<file path="src/rtl/selfu_pkg.sv">
// rtl/selfu_pkg.sv - shared constants and types for the select/move functional unit
// Contents:
//   FLAG_WB_PC / FLAG_IMM / FLAG_CSEL : bit positions inside the flags field
//   pend_t                            : per-entry outstanding-writeback bits
//   any_pend()                        : true while either channel still owes a transfer
package selfu_pkg;

    localparam int FLAG_WB_PC = 0;
    localparam int FLAG_IMM   = 1;
    localparam int FLAG_CSEL  = 2;

    typedef struct packed {
        logic cdb_pend;
        logic rob_pend;
    } pend_t;

    function automatic logic any_pend(input pend_t p);
        return p.cdb_pend | p.rob_pend;
    endfunction

endpackage

</file>
<file path="src/rtl/fu_outq.sv">
// rtl/fu_outq.sv - DEPTH-entry output queue draining to CDB and ROB via independent handshakes
// Optional macro: SELFU_Q_PERF_EN adds perf_issued / perf_stall / perf_cdb_wait counters.
// Ports:
//   clk, rst (async, active-low)
//   push_valid, push_robid, push_flags, push_wbs, push_value, push_cdb_pend : tail write
//   cdb_transmit (ready) / cdb_transmit_out (valid), cdb_id, cdb_val          : CDB channel
//   rob_transmit (ready) / rob_transmit_out (valid), robid_out, flags_out,
//   wbs_out, value_out                                                       : ROB channel
//   busy : queue full, pushes are ignored
module fu_outq
    import selfu_pkg::*;
#(
    parameter int DATA_W  = 8,
    parameter int ROBID_W = 4,
    parameter int FLAG_W  = 8,
    parameter int WBS_W   = 8,
    parameter int DEPTH   = 2
) (
    input  logic               clk,
    input  logic               rst,
    input  logic               push_valid,
    input  logic [ROBID_W-1:0] push_robid,
    input  logic [FLAG_W-1:0]  push_flags,
    input  logic [WBS_W-1:0]   push_wbs,
    input  logic [DATA_W-1:0]  push_value,
    input  logic               push_cdb_pend,
    input  logic               cdb_transmit,
    output logic               cdb_transmit_out,
    output logic [ROBID_W-1:0] cdb_id,
    output logic [DATA_W-1:0]  cdb_val,
    input  logic               rob_transmit,
    output logic               rob_transmit_out,
    output logic [ROBID_W-1:0] robid_out,
    output logic [FLAG_W-1:0]  flags_out,
    output logic [WBS_W-1:0]   wbs_out,
    output logic [DATA_W-1:0]  value_out,
    output logic               busy
`ifdef SELFU_Q_PERF_EN
    ,
    output logic [31:0]        perf_issued,
    output logic [31:0]        perf_stall,
    output logic [31:0]        perf_cdb_wait
`endif
);

    localparam int PTR_W = $clog2(DEPTH);
    localparam int CNT_W = PTR_W + 1;

    typedef struct packed {
        logic [ROBID_W-1:0] robid;
        logic [FLAG_W-1:0]  flags;
        logic [WBS_W-1:0]   wbs;
        logic [DATA_W-1:0]  value;
        pend_t              pend;
    } entry_t;

    entry_t             mem [DEPTH];
    logic [PTR_W-1:0]   rd_ptr;
    logic [PTR_W-1:0]   wr_ptr;
    logic [CNT_W-1:0]   count;
    logic [CNT_W-1:0]   count_next;
    logic               busy_q;

    entry_t             head;
    logic               head_valid;
    logic               cdb_xfer;
    logic               rob_xfer;
    pend_t              pend_next;
    logic               push;
    logic               pop;
    entry_t             new_entry;

    always_comb begin
        head       = mem[rd_ptr];
        head_valid = (count != '0);

        cdb_transmit_out = head_valid & head.pend.cdb_pend;
        rob_transmit_out = head_valid & head.pend.rob_pend;

        cdb_xfer = cdb_transmit_out & cdb_transmit;
        rob_xfer = rob_transmit_out & rob_transmit;

        // Pending bits as they will stand after this cycle's transfers; the head
        // retires once neither channel is still owed anything.
        pend_next.cdb_pend = head.pend.cdb_pend & ~cdb_xfer;
        pend_next.rob_pend = head.pend.rob_pend & ~rob_xfer;
        pop  = head_valid & ~any_pend(pend_next);

        // busy is the registered full flag, so a pop in the full cycle cannot
        // make room for a push in that same cycle.
        push = push_valid & ~busy_q;

        new_entry.robid         = push_robid;
        new_entry.flags         = push_flags;
        new_entry.wbs           = push_wbs;
        new_entry.value         = push_value;
        new_entry.pend.cdb_pend = push_cdb_pend;
        new_entry.pend.rob_pend = 1'b1;

        case ({push, pop})
            2'b10:   count_next = count + CNT_W'(1);
            2'b01:   count_next = count - CNT_W'(1);
            default: count_next = count;
        endcase
    end

    always_ff @(posedge clk or negedge rst) begin
        if (!rst) begin
            for (int i = 0; i < DEPTH; i++) begin
                mem[i] <= '0;
            end
            rd_ptr <= '0;
            wr_ptr <= '0;
            count  <= '0;
            busy_q <= 1'b0;
        end else begin
            // The head slot and the tail slot only coincide when the queue is
            // empty or full, and neither case has both writes active.
            if (head_valid && !pop) begin
                mem[rd_ptr].pend <= pend_next;
            end
            if (push) begin
                mem[wr_ptr] <= new_entry;
                wr_ptr      <= wr_ptr + PTR_W'(1);
            end
            if (pop) begin
                rd_ptr <= rd_ptr + PTR_W'(1);
            end
            count  <= count_next;
            busy_q <= (count_next == CNT_W'(DEPTH));
        end
    end

    always_comb begin
        busy      = busy_q;
        cdb_id    = head_valid ? head.robid : '0;
        cdb_val   = head_valid ? head.value : '0;
        robid_out = head_valid ? head.robid : '0;
        flags_out = head_valid ? head.flags : '0;
        wbs_out   = head_valid ? head.wbs   : '0;
        value_out = head_valid ? head.value : '0;
    end

`ifdef SELFU_Q_PERF_EN
    always_ff @(posedge clk or negedge rst) begin
        if (!rst) begin
            perf_issued   <= '0;
            perf_stall    <= '0;
            perf_cdb_wait <= '0;
        end else begin
            if (push) begin
                perf_issued <= perf_issued + 32'd1;
            end
            if (push_valid && busy_q) begin
                perf_stall <= perf_stall + 32'd1;
            end
            if (cdb_transmit_out && !cdb_transmit) begin
                perf_cdb_wait <= perf_cdb_wait + 32'd1;
            end
        end
    end
`endif

endmodule

</file>
<file path="src/rtl/selfu_q.sv">
// rtl/selfu_q.sv - select/move functional unit: result mux feeding a dual-drain output queue
// Optional macro: SELFU_Q_PERF_EN adds perf_issued / perf_stall / perf_cdb_wait outputs.
// Ports:
//   clk, rst (async, active-low)
//   input_transmit, operand, depvals[2:0], wbs, flags, robid : issue side
//   cdb_transmit / cdb_transmit_out, cdb_id, cdb_val         : CDB writeback
//   rob_transmit / rob_transmit_out, robid_out, flags_out,
//   wbs_out, value_out                                       : ROB writeback
//   busy : output queue full, issue must stall
module selfu_q
    import selfu_pkg::*;
#(
    parameter int DATA_W  = 8,
    parameter int ROBID_W = 4,
    parameter int FLAG_W  = 8,
    parameter int WBS_W   = 8,
    parameter int DEPTH   = 2
) (
    input  logic                   clk,
    input  logic                   rst,
    input  logic                   input_transmit,
    input  logic [DATA_W-1:0]      operand,
    input  logic [2:0][DATA_W-1:0] depvals,
    input  logic [WBS_W-1:0]       wbs,
    input  logic [FLAG_W-1:0]      flags,
    input  logic [ROBID_W-1:0]     robid,
    input  logic                   cdb_transmit,
    output logic                   cdb_transmit_out,
    output logic [ROBID_W-1:0]     cdb_id,
    output logic [DATA_W-1:0]      cdb_val,
    input  logic                   rob_transmit,
    output logic                   rob_transmit_out,
    output logic [ROBID_W-1:0]     robid_out,
    output logic [FLAG_W-1:0]      flags_out,
    output logic [WBS_W-1:0]       wbs_out,
    output logic [DATA_W-1:0]      value_out,
    output logic                   busy
`ifdef SELFU_Q_PERF_EN
    ,
    output logic [31:0]            perf_issued,
    output logic [31:0]            perf_stall,
    output logic [31:0]            perf_cdb_wait
`endif
);

    logic [DATA_W-1:0] b_sel;
    logic [DATA_W-1:0] result;

    always_comb begin
        b_sel = flags[FLAG_IMM] ? operand : depvals[1];
        if (flags[FLAG_CSEL]) begin
            result = (depvals[2] != '0) ? depvals[0] : b_sel;
        end else begin
            result = flags[FLAG_IMM] ? operand : depvals[0];
        end
    end

    fu_outq #(
        .DATA_W  (DATA_W),
        .ROBID_W (ROBID_W),
        .FLAG_W  (FLAG_W),
        .WBS_W   (WBS_W),
        .DEPTH   (DEPTH)
    ) u_outq (
        .clk              (clk),
        .rst              (rst),
        .push_valid       (input_transmit),
        .push_robid       (robid),
        .push_flags       (flags),
        .push_wbs         (wbs),
        .push_value       (result),
        // PC writebacks never go on the CDB
        .push_cdb_pend    (~flags[FLAG_WB_PC]),
        .cdb_transmit     (cdb_transmit),
        .cdb_transmit_out (cdb_transmit_out),
        .cdb_id           (cdb_id),
        .cdb_val          (cdb_val),
        .rob_transmit     (rob_transmit),
        .rob_transmit_out (rob_transmit_out),
        .robid_out        (robid_out),
        .flags_out        (flags_out),
        .wbs_out          (wbs_out),
        .value_out        (value_out),
        .busy             (busy)
`ifdef SELFU_Q_PERF_EN
        ,
        .perf_issued      (perf_issued),
        .perf_stall       (perf_stall),
        .perf_cdb_wait    (perf_cdb_wait)
`endif
    );

endmodule

</file>
<file path="config.mk">
export PLATFORM = sky130hd
export DESIGN_NAME = selfu_q
export DESIGN_NICKNAME = d
export VERILOG_FILES = /design/src/rtl/selfu_pkg.sv /design/src/rtl/fu_outq.sv /design/src/rtl/selfu_q.sv
export SDC_FILE = /design/constraint.sdc
export NUM_CORES = 1
export LEC_CHECK = 0
export BUFFER_PORTS_ARGS = -buffer_cell sky130_fd_sc_hd__buf_2
export CAP_MARGIN = 20
export CELL_PAD_IN_SITES_DETAIL_PLACEMENT = 0
export CELL_PAD_IN_SITES_GLOBAL_PLACEMENT = 2
export CORE_MARGIN = 2
export CORE_UTILIZATION = 30
export CTS_CLUSTER_SIZE = 12
export DETAILED_ROUTE_END_ITERATION = 8
export GPL_TIMING_DRIVEN = 0
export PLACE_DENSITY_LB_ADDON = 0.1
export SLEW_MARGIN = 20
export SYNTH_ARGS = -nofsm -noshare
export SYNTH_HDL_FRONTEND = slang
export SYNTH_HIERARCHICAL = 1
export SYNTH_SLANG_ARGS = --single-unit
export TNS_END_PERCENT = 50
</file>
<file path="constraint.sdc">
create_clock -name clk -period 1.7 [get_ports clk]
set_input_delay 0.34 -clock clk [delete_from_list [all_inputs] [get_ports clk]]
set_output_delay 0.34 -clock clk [all_outputs]
set_load 0.05 [all_outputs]
</file>
==> results.md, run 1 <==
* Status: finished with violations
* Failing checks: negative setup slack
* Hold Path Class: input pin to flip-flop
* Reg-to-reg endpoint: u_outq/count[1]
* Routed WL at 9190 um
* Count leader, synth: dfrtp_1
* Filler cells at between 1,000 and 1,500
* Maximum number of pins on one net before global-route repair at 45
* CTS tree: done
* Tmin final at 1.92 ns
* Number of global-route vias before repair at 2,851
* Grt ovf at 0
* Syn Nets at approximately 360
* Via density at 4.73
* Clock Skews at approximately 0.0049 ns
* Number of cell rows at 39
* Root Buffer: clkbuf_16
* CTS sink cnt at 65
* Hold_ws at 0.235 ns
* Yosys reg bits at between 60 and 70
* IO Count at 100
* Port Buffers at 99
* Setup WS pre-CTS at -0.300 ns
* Fmax at 521 MHz
* Total Die Area at ~0.013 mm^2
* Vias at about 2,700
* RSZ-0062 raised after global routing: true
* Top FF cell, synth: dfrtp_1
* CTS HTree Levels at 3
* Setup_tns at -6.08 ns
* Worst setup path endpoint: value_out[0]
* R2R Path Start: u_outq/rd_ptr
* CP Capture Type: output pin
* Max Cap Viol at 0
* Reg2Reg Setup Slack at -0.15 ns
* Yosys top cell area share at 0.466
* Synth unique cells at 32
* Mean post-synth cell area at 11.6 um^2
* ANT cells at 0
* Core area at 0.0114 mm^2
* Synth top cells by count: dfrtp_1, mux2i_1, nor2_1, mux2_1, mux2_2
* Die W at 112 um
* Syn Inst Count at 301
* Worst Setup SP: u_outq/rd_ptr
* Critical Path RT at about 1.4 ns
* Final Hold Fails at 0
* Iteration-0 DRC Markers at 92
* CP arrival at 1.58 ns
* Pre-Repair DR Iteration Count at 4
* Warnings, synthesis at 6
* Sequential cell area at 0.00163 mm^2
* Num CTS Buffers at 9
* Clock slew at reported path FFs at 0.06 ns
* DR WL/cell at 16.1 um
* Total track usage at 0.156
* CP Launch Type: flip-flop
* Worst reg2reg path depth at 8
* First-pass GRT wire length at 15,200 um
* Mapped Area at 0.00349 mm^2
* Async S/R FF share, synth at 1.00
* Worst slew margin at 0.671
* Worst slew pin tran at 0.491 ns
* Clk_lat worst skew at 0.33 ns
* Clk buf depth at 2
* EDFF count, synth at 0
* Area growth, synth to finish at 55.0%
* Final period utilization at 1.13
* Die Y at 112 um
* Seq/Total Area, Yosys at 0.466
* Final worst setup slack at -0.220 ns
* Initial antenna violation count at 0
* Starting density of the core at 0.307
* Top post-synthesis cells by area: dfrtp_1, mux2i_1, mux2_1
* Remaining antenna violation count at 0
* Nets at between 400 and 500
* CP Class: flip-flop to output pin
* DRC viols at 0
* Area leader, netlist: dfrtp_1
* Crit path max fanout at 6
* Final core occ at 0.476
* Final GP Congestion at between 0.7 and 0.8
* Layout cells sized above 1 at 0.510
* Footprint of the multi-input gates at 0.00189 mm^2
* HPWL Detailed at 6330 um
* Slew Limit Fails at 0
* # setup viols final at between 40 and 50
-- logic make-up (layout without fill, tap and decap cells) --
| family | after synthesis | after routing | share of synthesized area |
|---|---|---|---|
| DFF | 65 | 65 | 0.466 |
| buffers and inverters | 43 | 171 | 0.0703 |
| AOI/OAI and AO/OA | 33 | 33 | 0.0663 |
| xor gates and xnor gates | 5 | 5 | 0.0126 |
| muxes | 95 | 95 | 0.293 |
| and+or+nand+nor | 59 | 59 | 0.0886 |
| adders and majority gates | 1 | 1 | 0.00358 |
-- worst max-delay path: stages (launching register included) --
cell and delay, ns:
dfrtp_1 0.35, buf_8 0.17, buf_12 0.16, mux2i_4 0.27
nor2_4 0.05, buf_6 0.11, buf_8 0.14
-- cell type report --
class | instances | share of cell area
Inverter | 12 | 0.00833
Timing Repair Buffer | 112 | 0.185
Buffer | 31 | 0.0615
Sequential cell | 65 | 0.301
Clock inverter | 6 | 0.0167
Tap cell | 143 | 0.0331
Clock buffer | 10 | 0.0442
Multi-Input combinational cell | 193 | 0.350
-- through the flow --
stage | instances | cell area [um^2]
final | 572 | 5410
after global routing | 572 | 5410
after CTS | 572 | 5330
after global placement | 543 | 4280
after detailed placement | 544 | 4310
after floorplan | 301 | 3610
-- sequential cells by signal, summed over array words and instances, names as in the netlist --
name,flops
u_outq/count,2
u_outq/busy,1
u_outq/mem,60
u_outq/rd_ptr,1
u_outq/wr_ptr,1
-- repair_timing --
| action | in CTS | in global routing |
|---|---|---|
| cloned | 3 | 0 |
| resized for setup | 136 | 22 |
| endpoints found under the hold margin | 21 | 0 |
| setup endpoints to repair | 45 | 45 |
| pin swaps | 7 | 7 |
| hold buffers | 1 | 0 |
| setup buffers | 8 | 0 |
-- worst min path at each step --
stage / startpoint / to / slack (ns) / depth (start not counted)
4_1_cts: robid[1] / u_outq/mem[27] / 0.23 / 2
2_1_floorplan: rst / u_outq/busy / 0.04 / 0
6_report: flags[6] / u_outq/mem[24] / 0.24 / 2
5_1_grt: wbs[1] / u_outq/mem[11] / 0.23 / 2
3_5_place_dp: rst / u_outq/mem[58] / 0.26 / 1
3_3_place_gp: u_outq/mem[33] / u_outq/mem[33] / 0.47 / 1
-- per-layer routing --
layer / wire (um) / vias to the layer above / GRT usage
met5: 0 / - / 0
met4: 95 / 0 / 0.0469
met3: 487 / 9 / 0.0365
met2: 4420 / 68 / 0.251
met1: 4190 / 1319 / 0.211
li1: - / 1312 / -
-- cell usage in the layout (no fill, tap or decap), types with 13 or more instances in the layout --
cell type | synthesis | final
buf_2 | 10 | 61
buf_4 | 17 | 13
buf_6 | 1 | 41
dfrtp_1 | 65 | 63
mux2_1 | 29 | 29
mux2_2 | 27 | 27
mux2i_1 | 39 | 25
mux2i_4 | 0 | 13
nor2_1 | 32 | 16
nor2_4 | 0 | 13
Power of run 1 is left out: the tool's default activity adds up to more than one toggle a clock period on the data nets, which glitch-free logic cannot reach.
==> run 2, diff against run 1 <==
--- a/config.mk
+++ b/config.mk
@@ -15,6 +15,7 @@
 export DETAILED_ROUTE_END_ITERATION = 8
 export GPL_TIMING_DRIVEN = 0
 export PLACE_DENSITY_LB_ADDON = 0.1
+export SKIP_LAST_GASP = 1
 export SLEW_MARGIN = 20
 export SYNTH_ARGS = -nofsm -noshare
 export SYNTH_HDL_FRONTEND = slang
==> results.md, run 2 (same netlist as run 1, synthesis figures left out) <==
* Critical Path RT at 1.36 ns (about the same)
* Largest register FFs at 60 (unchanged)
* RSZ-0062 raised after global routing: true
* Hold depth at 2 (unchanged)
* DRC viols at 0 (unchanged)
* Reg2Reg Setup Slack at -0.11 ns (+0.04 ns)
* ANT cells at 0 (unchanged)
* Final period utilization at 1.14 (+0.0132)
* Clk_lat worst skew at 0.33 ns (about the same)
* Worst Hold Path EP: u_outq/mem[24]
* Reg-to-reg endpoint: u_outq/count[1]
* Worst hold start: flags[6]
* Largest registers: u_outq/mem (60), u_outq/count (2)
* CP Capture Type: output pin
* Num CTS Buffers at 9 (unchanged)
* Clock slew at reported path FFs at 0.06 ns (about the same)
* Hold_ws at 0.234 ns (-0.00176 ns)
* CP Launch Type: flip-flop
* CTS tree: done
* Clk buf depth at 2 (unchanged)
* Worst slew margin at 0.670 (about the same)
* Port Buffers at 99 (unchanged)
* Biggest register: u_outq/mem
* Total Die Area at 0.0125 mm^2 (unchanged)
* Tmin final at 1.94 ns (+0.0225 ns)
* Die W at 112 um (unchanged)
* Final worst setup slack at -0.242 ns (-0.0225 ns)
* Hold Path Class: input pin to flip-flop
* Final GP Congestion at 0.708 (unchanged)
* Failing checks: negative setup slack
* Iteration-0 DRC Markers at 77 (-16%)
* Grt ovf at 0 (unchanged)
* R2R Path Start: u_outq/rd_ptr
* Final Hold Fails at 0 (unchanged)
* First-pass GRT wire length at 15,000 um (-1.1%)
* Crit path max fanout at 6 (unchanged)
* Slew Limit Fails at 0 (unchanged)
* Max Cap Viol at 0 (unchanged)
* Nets at 484 (+0.41%)
* Starting density of the core at 0.307 (unchanged)
* Clock Skews at 0.00490 ns (-0.0000245 ns)
* Commonest non-fill, non-tap cell in the layout: buf_2
* Number of cell rows at 39 (unchanged)
* Area growth, synth to finish at 52.6%
* Die Y at 112 um (unchanged)
* HPWL Detailed at 6330 um (unchanged)
* Maximum number of pins on one net before global-route repair at 45 (unchanged)
* Worst reg2reg path depth at 8 (unchanged)
* Status: finished with violations
* Core area at 0.0114 mm^2 (unchanged)
* Initial antenna violation count at 0 (unchanged)
* Most frequent cells in the layout: buf_2, dfrtp_1, mux2_1, mux2_2, buf_6
* Remaining antenna violation count at 0 (unchanged)
* Layout cells sized above 1 at 0.513 (+0.00227)
* # setup viols final at 45 (unchanged)
* Final core occ at 0.468 (-0.00737)
* CTS HTree Levels at 3 (unchanged)
* IO Count at 100 (unchanged)
* Worst slew pin tran at 0.483 ns (-0.00788 ns)
* Total track usage at 0.155 (-0.00127)
* Pre-Repair DR Iteration Count at 4 (unchanged)
* CP Class: flip-flop to output pin
* Routed WL at 9300 um (+1.1%)
* Fmax at 515 MHz (-1.2%)
* CTS sink cnt at 65 (unchanged)
* Vias at 2,730 (+0.81%)
* CP arrival at 1.60 ns (+0.02 ns)
* Via density at 4.76 (+0.46%)
* DR WL/cell at 16.2 um (+0.77%)
* Number of global-route vias before repair at 2,806 (-1.6%)
* Root Buffer: clkbuf_16
run 2: worst max-delay path, stage by stage, from the launching register on:
cell	delay, ns
dfrtp_1	0.37
buf_12	0.17
buf_12	0.16
mux2i_4	0.27
nor2_4	0.05
buf_6	0.11
buf_8	0.14
run 2: metrics by stage:
step / TNS (ns) / cell area (um^2) / setup WS [ns] / std cells
5_1_grt: -9.86 / 5330 / -0.283 / 574
3_5_place_dp: -9.84 / 4310 / -0.300 / 544
2_1_floorplan: -1.17 / 3610 / -0.0709 / 301
4_1_cts: -7.83 / 5220 / -0.234 / 572
6_report: -7.53 / 5330 / -0.242 / 574
3_3_place_gp: -13.02 / 4280 / -0.332 / 543
run 2: worst max path at each step:
| stage | startpoint | to | slack (ns) | cells past startpoint |
|---|---|---|---|---|
| after detailed placement | u_outq/count[0] | value_out[5] | -0.30 | 5 |
| after CTS | u_outq/rd_ptr | value_out[5] | -0.23 | 6 |
| after global placement | u_outq/count[0] | value_out[5] | -0.33 | 5 |
| after global routing | u_outq/rd_ptr | value_out[0] | -0.28 | 6 |
| final | u_outq/rd_ptr | value_out[0] | -0.24 | 6 |
| after floorplan | u_outq/rd_ptr | flags_out[1] | -0.07 | 4 |
run 2: final cells by class:
type                            count  area (um^2)
Multi-Input combinational cell    193         1890
Clock buffer                       10          239
Clock inverter                      6         90.1
Tap cell                          143          179
Fill cell                        1082         6040
Inverter                           12         45.0
Sequential cell                    65         1630
Timing Repair Buffer              114          931
Buffer                             31          322
run 2: timing repair:
action / 4_1_cts / 5_1_grt
hold buffers: 1 / 0
pin swaps: 7 / 6
gates resized for setup: 104 / 29
buffers inserted: 8 / 2
setup endpoints to repair: 45 / 45
cloned: 3 / 0
hold endpoints to repair: 21 / 0
run 2: per-layer routing:
layer,track usage,share of wire,vias up
met5,0,0,-
met4,0.0469,0.0096,0
met3,0.0370,0.048,9
met2,0.248,0.48,66
met1,0.209,0.46,1341
li1,-,-,1314
Power of run 2 is left out for the same reason.
==> run 3, diff against run 2 <==
--- a/config.mk
+++ b/config.mk
@@ -10,10 +10,10 @@
 export CELL_PAD_IN_SITES_DETAIL_PLACEMENT = 0
 export CELL_PAD_IN_SITES_GLOBAL_PLACEMENT = 2
 export CORE_MARGIN = 2
-export CORE_UTILIZATION = 30
-export CTS_CLUSTER_SIZE = 12
+export CORE_UTILIZATION = 36
 export DETAILED_ROUTE_END_ITERATION = 8
 export GPL_TIMING_DRIVEN = 0
+export MAX_ROUTING_LAYER = met4
 export PLACE_DENSITY_LB_ADDON = 0.1
 export SKIP_LAST_GASP = 1
 export SLEW_MARGIN = 20
==> constraint.sdc (replaced) <==
create_clock -name clk -period 2.36 [get_ports clk]
set_input_delay 0.472 -clock clk [delete_from_list [all_inputs] [get_ports clk]]
set_output_delay 0.472 -clock clk [all_outputs]
set_load 0.05 [all_outputs]
==> results.md, run 3 (same netlist as run 1, synthesis figures left out) <==
* Clock slew at reported path FFs at 0.07 ns (about the same)
* Most frequent CP cell: buf_2
* Maximum number of pins on one net before global-route repair at 50 (+11%)
* Crit path max fanout at 10 (+4)
* R2R Path Start: u_outq/count[0]
* Pre-Repair DR Iteration Count at 5 (+1)
* Fmax at roughly 450 MHz
* Clk buf depth at 2 (unchanged)
* Setup WS pre-CTS at 0.303 ns (+0.603 ns)
* Post-route design area at 0.00440 mm^2 (-17%)
* Post-CTS setup buffer count at 0 (-8)
* Die W at 102 um (-8.4%)
* Number of global-route vias before repair at 2,633 (-6.2%)
* Area growth, synth to finish at 26.1%
* Clk_lat worst skew at 0.33 ns (about the same)
* Clock Skews at 0.00591 ns (+0.00101 ns)
* Via density at 4.87 (+2.5%)
* Largest registers: u_outq/mem (60), u_outq/count (2)
* ANT cells at 0 (unchanged)
* Largest register FFs at 60 (unchanged)
* CP arrival at 1.76 ns (+0.16 ns)
* Status: finished, final reports clean
* DR WL met3 at 354 um (-21%)
* Worst path slowest cell: dfrtp_1
* Setup_tns at 0 ns (+7.53 ns)
* Final Hold Fails at 0 (unchanged)
* CP Buf/Inv Count at 3 (-1)
* CP Capture Type: output pin
* Worst slew margin at 0.616 (-0.0536)
* Port Buffers at 99 (unchanged)
* Core area at 0.00933 mm^2 (-18%)
* Die Y at 102 um (-8.4%)
* Critical Path RT at 1.89 ns (+0.53 ns)
* IO Count at 100 (unchanged)
* Highest Signal Layer: met4
* Hold depth at 2 (unchanged)
* # setup viols final at 0 (-100%)
* DRC viols at 0 (unchanged)
* Worst Hold Path EP: u_outq/mem[16]
* Biggest register: u_outq/mem
* CTS sink cnt at 65 (unchanged)
* Most frequent cells in the layout: buf_2, dfrtp_1, mux2i_1, nor2_1, mux2_1
* Hold_ws at 0.356 ns (+0.123 ns)
* Final GP Congestion at 0.795 (+12%)
* Worst hold start: wbs[6]
* Vias at 2,666 (-2.3%)
* Final worst setup slack at 0.126 ns (+0.368 ns)
* Number of cell rows at 35 (-10%)
* Area post-placement at 0.00418 mm^2 (-3.2%)
* Final period utilization at 0.947
* CP Launch Type: flip-flop
* Slew Limit Fails at 0 (unchanged)
* Total track usage at 0.168 (+0.0134)
* Reg-to-reg endpoint: u_outq/count[1]
* CTS HTree Levels at 3 (unchanged)
* Hold Path Class: input pin to flip-flop
* Met2 wire length at 3700 um (-17%)
* Root Buffer: clkbuf_8
* Iteration-0 DRC Markers at 63 (-18%)
* Max incr delay on CP at 0.46 ns (+0.09 ns)
* CTS tree: done
* CP delay by family, top: buffers and inverters
* First-pass GRT wire length at 12,900 um (-14%)
* Tmin final at ~2.2 ns
* Commonest non-fill, non-tap cell in the layout: buf_2
* Routed WL at 7940 um (-15%)
* Initial antenna violation count at 0 (unchanged)
* Num CTS Buffers at 9 (unchanged)
* RSZ-0062 raised after global routing: true
* Nets at 471 (-2.7%)
* Worst reg2reg path depth at 6 (-2)
* Max Cap Viol at 0 (unchanged)
* Worst slew pin tran at 0.571 ns (+0.0886 ns)
* Starting density of the core at 0.374 (+0.0672)
* Grt ovf at 0 (unchanged)
* CP Class: flip-flop to output pin
* M1 WL at 3780 um (-12%)
* Layout cells sized above 1 at 0.411 (-0.101)
* HPWL Detailed at 5940 um (-6.1%)
* Remaining antenna violation count at 0 (unchanged)
* DR WL/cell at 14.5 um (-10%)
* Total Die Area at 0.0105 mm^2 (-16%)
* Cell breakdown of the critical path: nor2_4, buf_2, nor2_1, buf_4, buf_2
* Reg2Reg Setup Slack at 0.59 ns (+0.70 ns)
[run 3: cell types whose count changed in the layout (fill, tap and decap cells not counted), moves of 8 or more]
| cell | before | now |
|---|---|---|
| buf_8 | 9 | 0 |
| nor2_1 | 16 | 32 |
| buf_2 | 69 | 105 |
| buf_12 | 8 | 0 |
| clkbuf_16 | 9 | 0 |
| nor2_4 | 13 | 1 |
| buf_4 | 24 | 16 |
| mux2i_1 | 25 | 39 |
| buf_6 | 26 | 4 |
| mux2i_4 | 13 | 0 |
| clkbuf_8 | 1 | 10 |
[run 3: cell type report]
| class | count | area, um^2 |
|---|---|---|
| buffer | 31 | 219 |
| sequential | 65 | 1630 |
| timing repair buffer | 101 | 536 |
| multi-input combinational | 193 | 1620 |
| clock buffer | 13 | 149 |
| clock inverter | 3 | 40.0 |
| fill | 938 | 4930 |
| tap | 129 | 161 |
| inverter | 12 | 45.0 |
[run 3: metrics by stage]
step                       util  cells
after floorplan               -    301
after global placement    0.445    529
after detailed placement  0.448    530
after CTS                 0.470    547
after global routing      0.472    547
final                     0.472    547
[run 3: how the worst max path moves through the flow]
| stage | slack, ns | startpoint | cells past startpoint | to |
|---|---|---|---|---|
| after detailed placement | 0.30 | u_outq/count[0] | 5 | value_out[5] |
| after CTS | 0.04 | u_outq/count[0] | 5 | value_out[5] |
| after floorplan | 0.02 | u_outq/rd_ptr | 5 | robid_out[0] |
| after global routing | -0.02 | u_outq/count[0] | 5 | value_out[2] |
| after global placement | 0.30 | u_outq/count[0] | 5 | value_out[5] |
| final | 0.13 | u_outq/count[0] | 5 | value_out[2] |
[run 3: what timing repair did]
item                                    4_1_cts  5_1_grt
hold buffers                                  1        0
endpoints found under the hold margin        14        0
endpoints found under the setup margin       10        8
pin swaps                                     0        0
resized for setup                             2        5
[run 3: per-layer routing]
metal / up-vias / global-route usage
li1: 1279 / -
met4: 0 / 0.0400
met3: 10 / 0.0479
met5: - / -
met1: 1302 / 0.218
met2: 75 / 0.263
[run 3: worst reg2reg max path, delay by kind of cell (launching register included)]
kind                     cells  cell delay [ns]
flip-flops                   1             0.46
AND/OR/NAND/NOR              3             0.48
XOR/XNOR                     1             0.14
adder cells (fa/ha/maj)      1             0.33
buffers and inverters        1             0.28
Power of run 3 is left out for the same reason.
